==> config.mk <==
export PLATFORM = sky130hd
export DESIGN_NAME = inst_feeder
export DESIGN_NICKNAME = d
export VERILOG_FILES = /design/src/rtl/inst_feeder.sv
export SDC_FILE = /design/constraint.sdc
export NUM_CORES = 1
export LEC_CHECK = 0
export ABC_AREA = 1
export BUFFER_PORTS_ARGS = -buffer_cell sky130_fd_sc_hd__buf_2
export CAP_MARGIN = 0
export CORE_UTILIZATION = 38
export CTS_CLUSTER_DIAMETER = 50
export DETAILED_ROUTE_END_ITERATION = 8
export PLACE_DENSITY = 0.51
export SYNTH_ARGS = -nofsm -noshare
export SYNTH_HDL_FRONTEND = slang
export SYNTH_SLANG_ARGS = --single-unit
==> constraint.sdc <==
create_clock -name cpu_clk_50M -period 5.8 [get_ports cpu_clk_50M]
set_clock_uncertainty 0.15 [all_clocks]
set_input_delay 0.58 -clock cpu_clk_50M [delete_from_list [all_inputs] [get_ports cpu_clk_50M]]
set_output_delay 0.58 -clock cpu_clk_50M [all_outputs]
set_load 0.005 [all_outputs]
==> src/rtl/inst_feeder.sv <==
// inst_feeder: host-loaded instruction queue feeding minimips outer_inst/en.
// Define INST_FEEDER_LOOP_EN to turn the queue into replaying program memory.
module inst_feeder #(
    parameter int DEPTH = 8,
    parameter int CNT_W = 16
) (
    input  logic                     cpu_clk_50M,
    input  logic                     cpu_rst,
    input  logic                     host_valid,
    input  logic [31:0]              host_inst,
    output logic                     host_ready,
    input  logic                     start,
    input  logic                     stop,
    output logic                     cpu_en,
    output logic [31:0]              outer_inst,
    output logic                     busy,
    output logic [$clog2(DEPTH):0]   fifo_level,
    output logic [CNT_W-1:0]         issued_cnt
);

    localparam int AW    = $clog2(DEPTH);
    localparam int LVL_W = AW + 1;
    localparam logic [LVL_W-1:0] FULL  = LVL_W'(DEPTH);
    localparam logic [5:0]       OP_LW = 6'b100011;

    typedef enum logic [1:0] {
        IDLE,
        RUN,
        BUBBLE
    } state_t;

    state_t            state_q;
    state_t            state_d;

    logic [31:0]       mem [DEPTH];
    logic [AW-1:0]     wr_ptr;
    logic [AW-1:0]     rd_ptr;
    logic [AW-1:0]     wr_d;
    logic [AW-1:0]     rd_d;
    logic [LVL_W-1:0]  level_d;
    logic [31:0]       head;
    logic [4:0]        lw_rt;
    logic [4:0]        lw_rt_d;
    logic              last_lw_valid;
    logic              lw_valid_d;
    logic              empty;
    logic              push;
    logic              active;
    logic              hazard;
    logic              issue;
    logic              ready_d;
    logic              cpu_en_d;
    logic [31:0]       outer_d;
    logic [CNT_W-1:0]  cnt_d;

    function automatic logic [31:0] bit_rev(input logic [31:0] w);
        logic [31:0] r;
        for (int i = 0; i < 32; i++) begin
            r[i] = w[31-i];
        end
        return r;
    endfunction

    always_comb begin
        head    = mem[rd_ptr];
        empty   = (fifo_level == '0);
        push    = host_valid && host_ready;
        // stop wins over start and over any pending hazard
        active  = !stop && ((state_q != IDLE) || start);
        hazard  = (state_q == RUN) && last_lw_valid
                  && (lw_rt != 5'd0) && !empty
                  && ((head[25:21] == lw_rt) || (head[20:16] == lw_rt));
        issue   = active && !hazard && !empty;

        state_d = state_q;
        if (stop) begin
            state_d = IDLE;
        end else begin
            case (state_q)
                IDLE:    if (start) state_d = RUN;
                RUN:     if (hazard) state_d = BUBBLE;
                BUBBLE:  state_d = RUN;
                default: state_d = IDLE;
            endcase
        end

        cpu_en_d   = active;
        outer_d    = issue ? bit_rev(head) : 32'h0;
        cnt_d      = issue ? issued_cnt + CNT_W'(1) : issued_cnt;
        lw_valid_d = issue && (head[31:26] == OP_LW);
        lw_rt_d    = lw_valid_d ? head[20:16] : lw_rt;
        wr_d       = push ? wr_ptr + AW'(1) : wr_ptr;

`ifdef INST_FEEDER_LOOP_EN
        // entries are never consumed; read index wraps after last loaded word
        level_d = fifo_level + LVL_W'(push);
        rd_d    = rd_ptr;
        if (issue) begin
            if (LVL_W'(rd_ptr) == fifo_level - LVL_W'(1))
                rd_d = '0;
            else
                rd_d = rd_ptr + AW'(1);
        end
        ready_d = (state_d == IDLE) && (level_d != FULL);
`else
        level_d = fifo_level + LVL_W'(push) - LVL_W'(issue);
        rd_d    = issue ? rd_ptr + AW'(1) : rd_ptr;
        ready_d = (level_d != FULL);
`endif
    end

    always_ff @(posedge cpu_clk_50M) begin
        if (push) begin
            mem[wr_ptr] <= host_inst;
        end
    end

    always_ff @(posedge cpu_clk_50M or posedge cpu_rst) begin
        if (cpu_rst) begin
            state_q       <= IDLE;
            wr_ptr        <= '0;
            rd_ptr        <= '0;
            fifo_level    <= '0;
            host_ready    <= 1'b1;
            cpu_en        <= 1'b0;
            outer_inst    <= 32'h0;
            busy          <= 1'b0;
            issued_cnt    <= '0;
            lw_rt         <= 5'd0;
            last_lw_valid <= 1'b0;
        end else begin
            state_q       <= state_d;
            wr_ptr        <= wr_d;
            rd_ptr        <= rd_d;
            fifo_level    <= level_d;
            host_ready    <= ready_d;
            cpu_en        <= cpu_en_d;
            outer_inst    <= outer_d;
            busy          <= (state_d != IDLE);
            issued_cnt    <= cnt_d;
            lw_rt         <= lw_rt_d;
            last_lw_valid <= lw_valid_d;
        end
    end

endmodule
# ---- Yosys cells after proc, flatten, opt, wreduce, memory -nomap -nowiden
# Memories as Yosys holds them, arrays and structs flattened.
# Cells that the tools add are included.
dict set report word_totals {
  ff_bits 69
  mem_bits_rw 256
  in_bits 37
  output_inout_bits 55
  elab_cells 49
  n_memories 1
}
# name words word_bits read_ports rd_clocked_by_memory_dff wr line_no
set mem_list {}
lappend mem_list {mem 8 32 1 0 1 35} ;# logic [31:0] mem [DEPTH];
dict set report op_classes {
  n_addsub 5
  eq_ne 6
  n_mux 7
  n_reduce_logical 19
}
# operator count
set op_table {}
lappend op_table {{32-bit 2-to-1 mux} 1}
lappend op_table {{16-bit by 1-bit adder with 16-bit output (second input constant)} 1}
lappend op_table {{5-bit == test} 2}
lappend op_table {{1-bit logical AND} 9}
lappend op_table {{3-bit by 1-bit adder with 3-bit output (second input constant)} 2}
lappend op_table {{6-bit == test (second input constant)} 1}
lappend op_table {{2-bit 2-to-1 mux} 3}
lappend op_table {{2-bit case mux with 3 select lines} 1}
lappend op_table {{5-bit nonzero test} 1}
lappend op_table {{4-bit by 1-bit adder with 4-bit output} 1}
lappend op_table {{4-bit zero test} 1}
lappend op_table {{4-bit != test (second input constant)} 1}
lappend op_table {{2-bit nonzero test} 2}
lappend op_table {{4-bit by 1-bit subtractor with 4-bit output} 1}
lappend op_table {{1-bit zero test} 3}
lappend op_table {{2-bit by 1-bit == test with 1-bit output (second input constant)} 1}
lappend op_table {{2-bit == test (second input constant)} 1}
lappend op_table {{2-bit zero test} 1}
lappend op_table {{1-bit logical OR} 2}
lappend op_table {{1-bit 2-to-1 mux} 2}

# ---- Logic depth before layout (Yosys ltp)
# Gate-level depths: netlist of run 1.
dict set report depth {
  word_depth 10
  depth_mapped 25
  ltp_nobuf 23
}

# ---- Least setup slack after synthesis of run 1
# OpenSTA, ideal clock, no wires.
dict set report synth_path {
  path_type {register -> register}
  start {register rd_ptr[0]}
  end {register host_ready}
  setup_ns 0.083
  arrival_ns 2.955
  required_time_ns 5.567
  path_slack_ns 2.613
  stages_incl_launch_ff 26
  path_buffers 3
  synth_period_minus_slack_ns 3.187
  path_cell_list {dfrtp_1 > buf_4 > inv_4 > buf_6 > nand2_1 > nand3_1 > nand3_1 > nand2_1 > nand2_1 > nand2_1 > nand2_1 > nor2_1 > nand2_1 > nand2_1 > nand2_2 > nand2_2 > inv_2 > buf_4 > ha_1 > inv_1 > ha_1 > inv_1 > fa_1 > inv_1 > nor3_1 > nand2_1}
}
dict set report synth_between {
  elab_chain_len 9
  word_cells_on_any_way 10
  classes_between {add/sub (1); eq/ne (3); reduce/logical (5); memory (1)}
}
# element line_no
set synth_rtl {}
lappend synth_rtl {{from (decl)} 37} ;# logic [AW-1:0] rd_ptr;
lappend synth_rtl {{from (signal assigned)} 134} ;# rd_ptr <= rd_d;
lappend synth_rtl {{memory 8 x 32 bit (*)} --}
lappend synth_rtl {{5-bit == test} 72} ;# && ((head[25:21] == lw_rt) || (head[20:16] == lw_rt));
lappend synth_rtl {{1-bit logical OR (*)} 72}
lappend synth_rtl {{1-bit logical AND (*)} 72}
lappend synth_rtl {{1-bit zero test (*)} 73} ;# issue = active && !hazard && !empty;
lappend synth_rtl {{1-bit logical AND (*) (2 in a row)} 73}
lappend synth_rtl {{named net issue} 50} ;# logic issue;
lappend synth_rtl {{4-bit by 1-bit subtractor with 4-bit output (*)} 106} ;# level_d = fifo_level + LVL_W'(push) - LVL_W'(issue);
lappend synth_rtl {{named net level_d[1]} 40} ;# logic [LVL_W-1:0] level_d;
lappend synth_rtl {{4-bit != test (*)} 108} ;# ready_d = (level_d != FULL);
lappend synth_rtl {{named net ready_d} 51} ;# logic ready_d;
lappend synth_rtl {{to (signal assigned)} 136} ;# host_ready <= ready_d;
lappend synth_rtl {{to (decl)} 11} ;# output logic host_ready,
# Mark *: on every way through the listed nets, which the timed path passes. The rest lies on a longest branch.
# A chain may end at the register's enable or synchronous reset.

# ---- Worst setup path in the final report of run 1
dict set report layout_path {
  start {register rd_ptr[0]}
  end {register host_ready}
}
dict set report layout_between {
  elab_chain_len 9
  word_cells_on_any_way 10
  classes_between {add/sub (1); eq/ne (3); reduce/logical (5); memory (1)}
}
# element line_no
set layout_rtl {}
lappend layout_rtl {{memory 8 x 32 bit (*)} --}
lappend layout_rtl {{5-bit == test} 72}
lappend layout_rtl {{1-bit logical OR (*)} 72}
lappend layout_rtl {{1-bit logical AND (*)} 72}
lappend layout_rtl {{1-bit zero test (*)} 73}
lappend layout_rtl {{1-bit logical AND (*) (2 in a row)} 73}
lappend layout_rtl {{4-bit by 1-bit subtractor with 4-bit output (*)} 106}
lappend layout_rtl {{named net level_d[1]} 40}
lappend layout_rtl {{4-bit != test (*)} 108}
lappend layout_rtl {{named net ready_d} 51}
# Marked as above.

==> results of run 1 <==
Yosys cell counts (10+ instances only):
master      n  area, µm²
dfrtp_1    68       1700
o221ai_1   17        149
clkbuf_1   18       67.6
inv_1      69        259
xnor2_1    14        123
o22ai_1    21        131
nand2_1   186        698
nor2_1    181        679
buf_6      10        113
o21ai_0   126        631
edfxtp_1  256       7690
buf_2      13       65.1
nand3_1    54        270
layer usage:
layer | vias to the layer above | share of wire | wire length, µm
met2 | 171 | 0.48 | 14600
li1 | 4016 | - | -
met3 | 53 | 0.041 | 1250
met4 | 6 | 0.021 | 640
met5 | - | 0.0011 | 35
met1 | 4093 | 0.46 | 14000
per-stage QoR:
step / total power (W) / hold slack (ps) / setup WS, ps / area (µm²) / util
finish: 0.00756 / 109 / 1430 / 15300 / 0.454
global route: 0.00804 / 102 / 900 / 15300 / 0.454
CTS: 0.00768 / 78.3 / 1420 / 15300 / 0.454
detailed placement: 0.00521 / 369 / 1450 / 14000 / 0.415
global placement: 0.00520 / 363 / 1470 / 14000 / 0.415
floorplan: 0.00454 / 336 / 2610 / 13100 / -
cells by family (layout without fill, tap and decap cells):
| family | count (synthesis) | count (layout) | share of synthesized area |
|---|---|---|---|
| simple gates | 448 | 448 | 0.138 |
| other cells | 0 | 2 | 0 |
| compound gates | 178 | 178 | 0.0759 |
| xor+xnor | 18 | 18 | 0.0120 |
| buf+inv | 127 | 249 | 0.0460 |
| fa+ha+maj | 9 | 9 | 0.00917 |
| flops | 325 | 325 | 0.719 |
sequential cells by signal (all words and copies together) (netlist names):
name,flops
cpu_en,1
host_ready,1
lw_rt,5
state_q,2
rd_ptr,3
wr_ptr,3
last_lw_valid,1
mem,256
issued_cnt,16
busy,1
fifo_level,4
outer_inst,32
cell type report:
class	count	area share
Sequential cell	325	0.616
Inverter	72	0.0179
Tap cell	448	0.0367
Antenna cell	2	0.000327
Clock inverter	21	0.0156
Timing Repair Buffer	106	0.0371
Clock buffer	50	0.0705
Multi-Input combinational cell	653	0.206
worst min path at each step:
stage	start	end	slack, ps	depth (start not counted)
after global placement	issued_cnt[15]	issued_cnt[15]	360	2
after detailed placement	issued_cnt[15]	issued_cnt[15]	370	2
after floorplan	lw_rt[1]	lw_rt[1]	340	2
after CTS	stop	state_q[1]	80	2
final	stop	state_q[1]	110	2
after global routing	stop	state_q[1]	100	2
power breakdown:
part / internal, W / switching (W) / total, W
combinational: 0.000617 / 0.00137 / 0.00199
clock: 0.00150 / 0.000942 / 0.00245
sequential: 0.00290 / 0.000225 / 0.00313
total: 0.00502 / 0.00254 / 0.00756
==> results.json, run 1 <==
{
  "min_period_over_period": 0.754,
  "worstSetupPathType": "flop to flop",
  "cts_sinks": 325,
  "worstSetupStartpointType": "flop",
  "area_delta_synth_final_pct": 16.7,
  "synth_ff_type": "edfxtp_1",
  "seq_area_um2": 9420,
  "slew_violations": 0,
  "seq_area_frac_synth": 0.719,
  "synth_edf_count": 256,
  "routed_wl_mm": 30.6,
  "cp_max_fo": 90,
  "critPathCapture": "host_ready",
  "vias_per_cell": 4.97,
  "top_usage_layer": "met2",
  "final_cell_mix": "256 x edfxtp_1, 186 x nand2_1, 173 x nor2_1",
  "path_depth": 22,
  "core-area_um2": 33700,
  "cp-startpoint": "rd_ptr[0]",
  "fin_tns_setup_ps": 0,
  "clock_path_buffers": 3,
  "crit_arrival_ps": 4660,
  "place_congestion": 0.833,
  "fmax_mhz": 229,
  "r2r_cells": 22,
  "crit-reg2reg-launch": "rd_ptr[0]",
  "dieWidth_um": 188,
  "syn_avg_cell_area_um2": 11.9,
  "ys_ff_latch": 325,
  "r2r_end": "host_ready",
  "grt_first_pass_wirelength_mm": 48.4,
  "fillers": 3141,
  "drc": 0,
  "leakage_nw": 5.94,
  "grt_pass1_vias": 8295,
  "status": "finished clean",
  "cts_tree": "done",
  "overflow": 0,
  "first_iter_violations": 606,
  "hold_path.class": "input pin to flop",
  "grt.met1_usage": 0.240,
  "max_stage_delay_ps": 750,
  "vias": 8339,
  "critPathBufInv": 5,
  "critPathRequiredTime_ps": 6080,
  "dr.pass1.iters": 5,
  "slew_headroom": 0.354,
  "final_cells": 1677,
  "antenna_found_initial": 5,
  "numCtsBuffers": 39,
  "cts_hold_buf": 0,
  "layout-drive-gt1-share": 0.159,
  "p_per_area_nw_per_um2": 494,
  "ant_nets": 0,
  "final_common_cell": "edfxtp_1",
  "htree_levels": 2,
  "irDropWorstVdd_mv": 0.254,
  "reg2reg_setup_slack_ps": 1430,
  "ys_types": 33,
  "dp_cells": 1604,
  "io_pins": 92,
  "fin_crit_ps": 4370,
  "cpMostUsedCell": "nand2_1",
  "die_y_um": 188,
  "crit_family": "simple AND/OR/NAND/NOR gates",
  "cts_setup_buffers": 0,
  "rsz0062_at_grt": "no",
  "start_util": 0.389,
  "grt_use_total": 0.178,
  "routedWlPerCell_um": 18.2,
  "setup-violations-final": 0,
  "tightestPinTransition_ps": 970,
  "async_reset_ff_frac": 0.212,
  "hpwl_mm": 16.9,
  "syn_nets": 1151,
  "multi_input_area_um2": 3150,
  "grtUsageMet3": 0.0298,
  "io_buffers": 91,
  "yosys_warnings": 0,
  "dieArea_um2": 35200,
  "layout.nets": 1243,
  "insertion_delay_ps": 520,
  "cts_resized": 0,
  "worstSetupEndpointType": "flop",
  "syn_inst": 1105,
  "cap_violations": 0,
  "grt_max_degree": 91,
  "slowest_stage": "inv_4",
  "synth_area_um2": 13100,
  "met2_usage": 0.295,
  "path_cells": "inv_4 > nand2_1 > nand2_1 > nand2_1 > nand3_1 > nand2_1 > nand2_1 > nand2_1 > nor2_1 > nand3_1 > nand2_1 > nand2_2 > nand2_2 > inv_2 > ha_1 > inv_1 > ha_1 > inv_1 > fa_1 > inv_1 > nor3_1 > nand2_1",
  "cts-root-buf": "clkbuf_16",
  "clk_transition_reported_paths_ps": 60,
  "rows": 67,
  "final-hold-violation-count": 0
}
Note: power is estimated with default switching activity, not from simulation.
==> run 2: changes to the inputs <==
--- a/config.mk
+++ b/config.mk
@@ -11,7 +11,7 @@
 export CORE_UTILIZATION = 38
 export CTS_CLUSTER_DIAMETER = 50
 export DETAILED_ROUTE_END_ITERATION = 8
-export PLACE_DENSITY = 0.51
+export PLACE_DENSITY = 0.53
 export SYNTH_ARGS = -nofsm -noshare
 export SYNTH_HDL_FRONTEND = slang
 export SYNTH_SLANG_ARGS = --single-unit
==> constraint.sdc (replaced) <==
create_clock -name cpu_clk_50M -period 4 [get_ports cpu_clk_50M]
set_clock_uncertainty 0.15 [all_clocks]
set_input_delay 0.4 -clock cpu_clk_50M [delete_from_list [all_inputs] [get_ports cpu_clk_50M]]
set_output_delay 0.4 -clock cpu_clk_50M [all_outputs]
set_load 0.005 [all_outputs]
==> run 2 against run 1 <==
  * Critical path depth shrank 3
  * Die area is the same
  * Combinational power grew 54%
  * Register-to-register slack lost 970 ps
  * Sequential share of layout area shrank 0.83 points
  * Critical path type unchanged
  * Largest power group unchanged
  * Highest routed layer is now met4
==> results.json, run 2 (same netlist as run 1, synthesis figures left out) <==
{
  "die_y_um": 188,
  "path_cells": "inv_1 > nand3_1 > nand2_1 > nand2_1 > nand2_1 > nor2_1 > nand3_1 > nand2_1 > nand2_2 > nand2_2 > inv_2 > ha_1 > inv_1 > ha_1 > inv_1 > fa_1 > inv_1 > nor3_1 > nand2_1",
  "cts_hold_buf": 26,
  "top_regs": "mem (256), outer_inst (32), issued_cnt (16)",
  "cts-root-buf": "clkbuf_16",
  "setup-violations-final": 0,
  "cp-startpoint": "rd_ptr[2]",
  "start_util": 0.389,
  "critPathRequiredTime_ps": 4290,
  "cts_setup_buffers": 0,
  "fillers": 3138,
  "io_pins": 92,
  "hold_path.class": "input pin to flop",
  "final-hold-violation-count": 0,
  "place_area_um2": 14000,
  "combPwrFrac": 0.284,
  "fin_tns_setup_ps": 0,
  "hold_path_depth": 1,
  "final_common_cell": "edfxtp_1",
  "dp_cells": 1610,
  "grt_pass1_vias": 8577,
  "slew_violations": 0,
  "routedWlPerCell_um": 17.9,
  "numCtsBuffers": 38,
  "p_seq_frac": 0.412,
  "layout.nets": 1274,
  "vias_per_cell": 4.92,
  "fmax_mhz": 282,
  "antenna_found_initial": 1,
  "overflow": 0,
  "crit_arrival_ps": 3840,
  "clock_path_buffers": 3,
  "cts_tree": "done",
  "vias": 8405,
  "crit-reg2reg-launch": "rd_ptr[2]",
  "final_cell_mix": "256 x edfxtp_1, 186 x nand2_1, 173 x nor2_1",
  "drc": 0,
  "dieArea_um2": 35200,
  "p_int_w": 0.00707,
  "tightestPinTransition_ps": 829,
  "p_per_area_nw_per_um2": 694,
  "cts_resized": 0,
  "multi_input_area_um2": 3150,
  "routed_wl_mm": 30.5,
  "r2r_end": "host_ready",
  "worstSetupPathType": "flop to flop",
  "finish.instance_area_um2": 15500,
  "cts_sinks": 325,
  "fin_crit_ps": 3540,
  "rows": 67,
  "ant_nets": 0,
  "layout-drive-gt1-share": 0.156,
  "grt_first_pass_wirelength_mm": 48.6,
  "worstSetupStartpointType": "flop",
  "regMostFlops": "mem",
  "largest_register_ffs": 256,
  "hpwl_mm": 16.8,
  "dieWidth_um": 188,
  "worstSetupEndpointType": "flop",
  "htree_levels": 2,
  "final_cells": 1707,
  "place_congestion": 0.838,
  "core-area_um2": 33700,
  "critPathCapture": "host_ready",
  "insertion_delay_ps": 530,
  "switching_share": 0.343,
  "grt_max_degree": 88,
  "dr.pass1.iters": 5,
  "final_util": 0.460,
  "max_stage_delay_ps": 520,
  "area_delta_synth_final_pct": 18.3,
  "finalPower_w": 0.0108,
  "cap_violations": 0,
  "cpMostUsedCell": "nand2_1",
  "irDropWorstVdd_mv": 0.374,
  "rsz0062_at_grt": "no",
  "cp_max_fo": 14,
  "io_buffers": 91,
  "r2r_cells": 19,
  "power.switching_w": 0.00368,
  "leakage_nw": 6.04,
  "slew_headroom": 0.447,
  "reg2reg_setup_slack_ps": 460,
  "clockPowerShare": 0.303,
  "status": "finished clean",
  "seq_area_um2": 9420,
  "slowest_stage": "dfrtp_2",
  "grt_use_total": 0.178,
  "clk_transition_reported_paths_ps": 60,
  "min_period_over_period": 0.886,
  "first_iter_violations": 473
}
-- run 2: through the flow --
stage	setup WS, ps	hold slack (ps)
after floorplan	813	328
after global placement	523	363
after detailed placement	456	366
after CTS	420	1.31
after global routing	128	9.16
final	456	8.66
-- run 2: how the worst min path moves through the flow --
stage,startpoint,end,slack [ps]
after floorplan,stop,state_q[1],330
after global placement,issued_cnt[13],issued_cnt[13],360
after detailed placement,issued_cnt[15],issued_cnt[15],370
after CTS,host_inst[26],mem[5][26],1
after global routing,host_inst[26],mem[0][26],9
final,host_inst[26],mem[5][26],9
-- run 2: layout make-up --
type / instances / share of cell area
Antenna cell: 1 / 0.000161
Clock buffer: 53 / 0.0697
Clock inverter: 17 / 0.00767
Inverter: 72 / 0.0177
Multi-Input combinational cell: 653 / 0.203
Sequential cell: 325 / 0.608
Tap cell: 448 / 0.0362
Timing Repair Buffer: 138 / 0.0580
-- run 2: power groups by stage --
stage               Clock (W)  Combinational (W)  Sequential (W)
floorplan                   0            0.00213         0.00445
global placement            0            0.00307         0.00450
detailed placement          0            0.00308         0.00450
CTS                   0.00334            0.00311         0.00444
global route          0.00347            0.00347         0.00449
finish                0.00326            0.00306         0.00443
-- run 2: critical path: cells and delay by family (launching register included) --
kind                     cells  cell delay (ps)
AND/OR/NAND/NOR             11             1220
flip-flops                   1              520
adder cells (fa/ha/maj)      3              850
buffers and inverters        5              700
-- run 2: routing by layer --
metal  up-vias  GRT usage  part of all wire
met5         -          0                 0
met2       150      0.293              0.47
met4         0     0.0447             0.015
met3        35     0.0301             0.038
met1      4147      0.244              0.48
li1       4073          -                 -
==> run 3: changes to the inputs <==
--- a/config.mk
+++ b/config.mk
@@ -8,10 +8,10 @@
 export ABC_AREA = 1
 export BUFFER_PORTS_ARGS = -buffer_cell sky130_fd_sc_hd__buf_2
 export CAP_MARGIN = 0
-export CORE_UTILIZATION = 38
+export CORE_UTILIZATION = 54
 export CTS_CLUSTER_DIAMETER = 50
 export DETAILED_ROUTE_END_ITERATION = 8
-export PLACE_DENSITY = 0.53
+export PLACE_DENSITY = 0.72
 export SYNTH_ARGS = -nofsm -noshare
 export SYNTH_HDL_FRONTEND = slang
 export SYNTH_SLANG_ARGS = --single-unit
==> run 3 against run 2 <==
  * Combinational power is 2% higher
  * Via count up 2.6%
  * Wire length down 5.3%
  * Critical path type unchanged
  * Largest power group unchanged
==> results.json, run 3 (same netlist as run 1, synthesis figures left out) <==
{
  "status": "finished clean",
  "layout-drive-gt1-share": 0.152,
  "cpMostUsedCell": "nand2_1",
  "grt_first_pass_wirelength_mm": 45.1,
  "combPwrFrac": 0.294,
  "io_buffers": 91,
  "grt_use_total": 0.240,
  "r2r_end": "host_ready",
  "fin_tns_setup_ps": 0,
  "cts_sinks": 325,
  "power.switching_w": 0.00361,
  "cp_max_fo": 59,
  "cts-root-buf": "clkbuf_16",
  "reg2reg_setup_slack_ps": 410,
  "leakage_nw": 5.87,
  "ant_nets": 0,
  "htree_levels": 2,
  "vias_per_cell": 5.57,
  "crit_arrival_ps": 3870,
  "path_cells": "buf_12 > nor2_1 > nor2_1 > o21ai_0 > nand3_1 > nand2_1 > nand2_1 > nand2_1 > nor2_1 > nand2_1 > nand2_1 > nand2_2 > nand2_2 > inv_2 > ha_1 > inv_1 > ha_1 > inv_1 > fa_1 > inv_1 > nor3_1 > nand2_1",
  "place_congestion": 0.896,
  "p_per_area_nw_per_um2": 704,
  "fillers": 1803,
  "area_delta_synth_final_pct": 14.3,
  "dr.pass1.iters": 5,
  "antenna_found_initial": 3,
  "numCtsBuffers": 36,
  "pre_cts_slack_ps": 336,
  "final_cell_mix": "256 x edfxtp_1, 186 x nand2_1, 173 x nor2_1",
  "worstSetupStartpointType": "flop",
  "fmax_mhz": 279,
  "irDropWorstVdd_mv": 0.384,
  "top_regs": "mem (256), outer_inst (32), issued_cnt (16)",
  "overflow": 0,
  "worstSetupPathType": "flop to flop",
  "slew_violations": 0,
  "io_pins": 92,
  "tightestPinTransition_ps": 831,
  "crit-reg2reg-launch": "rd_ptr[0]",
  "cap_violations": 0,
  "switching_share": 0.342,
  "rows": 56,
  "regMostFlops": "mem",
  "worstSetupEndpointType": "flop",
  "routedWlPerCell_um": 18.7,
  "slew_headroom": 0.446,
  "drc": 0,
  "routed_wl_mm": 28.9,
  "hold_end": "mem[4][29]",
  "slowest_stage": "dfrtp_4",
  "start_util": 0.555,
  "grt_pass1_vias": 8287,
  "core-area_um2": 23600,
  "die_y_um": 158,
  "cts_setup_buffers": 0,
  "hold_path_depth": 1,
  "final-hold-violation-count": 0,
  "r2r_cells": 22,
  "rsz0062_at_grt": "no",
  "max_stage_delay_ps": 510,
  "p_int_w": 0.00694,
  "final.setup.worst_slack_ps": 413,
  "hp-start": "host_inst[29]",
  "layout.nets": 1248,
  "clockPowerShare": 0.287,
  "final_common_cell": "edfxtp_1",
  "hold_path.class": "input pin to flop",
  "insertion_delay_ps": 500,
  "cts_tree": "done",
  "p_seq_frac": 0.419,
  "hpwl_mm": 16.0,
  "vias": 8621,
  "clk_transition_reported_paths_ps": 60,
  "grt_max_degree": 77,
  "dieArea_um2": 24900,
  "clock_path_buffers": 3,
  "critPathRequiredTime_ps": 4280,
  "fin_crit_ps": 3590,
  "largest_register_ffs": 256,
  "setup-violations-final": 0,
  "min_period_over_period": 0.897,
  "first_iter_violations": 910,
  "dieWidth_um": 158
}
## run 3: final cells by class
| class | instances | area, µm² | share of cell area |
|---|---|---|---|
| antenna | 3 | 7.51 | 0.000501 |
| clock buffer | 50 | 995 | 0.0664 |
| clock inverter | 11 | 87.6 | 0.00585 |
| inverter | 72 | 275 | 0.0184 |
| multi-input combinational | 653 | 3150 | 0.210 |
| sequential | 325 | 9420 | 0.629 |
| tap | 319 | 399 | 0.0266 |
| timing repair buffer | 114 | 648 | 0.0433 |
## run 3: worst max-delay path, delay by kind of cell (launching register included)
kind                     cells  cell delay, ps
AO/OA/AOI/OAI                1             100
AND/OR/NAND/NOR             13            1260
buffers and inverters        5             580
adder cells (fa/ha/maj)      3             890
flip-flops                   1             510
## run 3: timing repair
item                                   CTS  global route
setup endpoints to repair                0             1
endpoints found under the hold margin   31             0
resized for setup                        0             1
hold buffers                             3             0
## run 3: stage by stage
stage | hold WS, ps | instances | power, W | util | area (µm²)
global placement | 299 | 1480 | 0.00746 | 0.587 | 13900
finish | 17.0 | 1547 | 0.0105 | 0.634 | 15000
CTS | 1.81 | 1544 | 0.0106 | 0.634 | 15000
floorplan | 328 | 1105 | 0.00658 | - | 13100
detailed placement | 304 | 1480 | 0.00753 | 0.587 | 13900
global route | 9.79 | 1545 | 0.0111 | 0.634 | 15000
## run 3: how the worst max path moves through the flow
stage	from	to	slack [ps]	cells after the start
after global routing	rd_ptr[0]	host_ready	40	22
after CTS	rd_ptr[0]	host_ready	330	22
after detailed placement	rd_ptr[0]	host_ready	340	22
final	rd_ptr[0]	host_ready	410	22
after global placement	rd_ptr[0]	host_ready	410	23
after floorplan	rd_ptr[0]	host_ready	810	25
## run 3: power groups by stage
| stage | sequential, W | combinational [W] | clock, W |
|---|---|---|---|
| 2_1_floorplan | 0.00445 | 0.00213 | 0 |
| 3_3_place_gp | 0.00446 | 0.00300 | 0 |
| 3_5_place_dp | 0.00447 | 0.00306 | 0 |
| 4_1_cts | 0.00441 | 0.00310 | 0.00306 |
| 5_1_grt | 0.00446 | 0.00347 | 0.00321 |
| 6_report | 0.00442 | 0.00311 | 0.00303 |
## run 3: metal layers
| layer | up-vias | track usage | share of wire |
|---|---|---|---|
| li1 | 4014 | - | - |
| met1 | 4186 | 0.334 | 0.43 |
| met2 | 363 | 0.377 | 0.46 |
| met3 | 56 | 0.0498 | 0.086 |
| met4 | 2 | 0.0865 | 0.022 |
| met5 | - | 0 | 0.00041 |
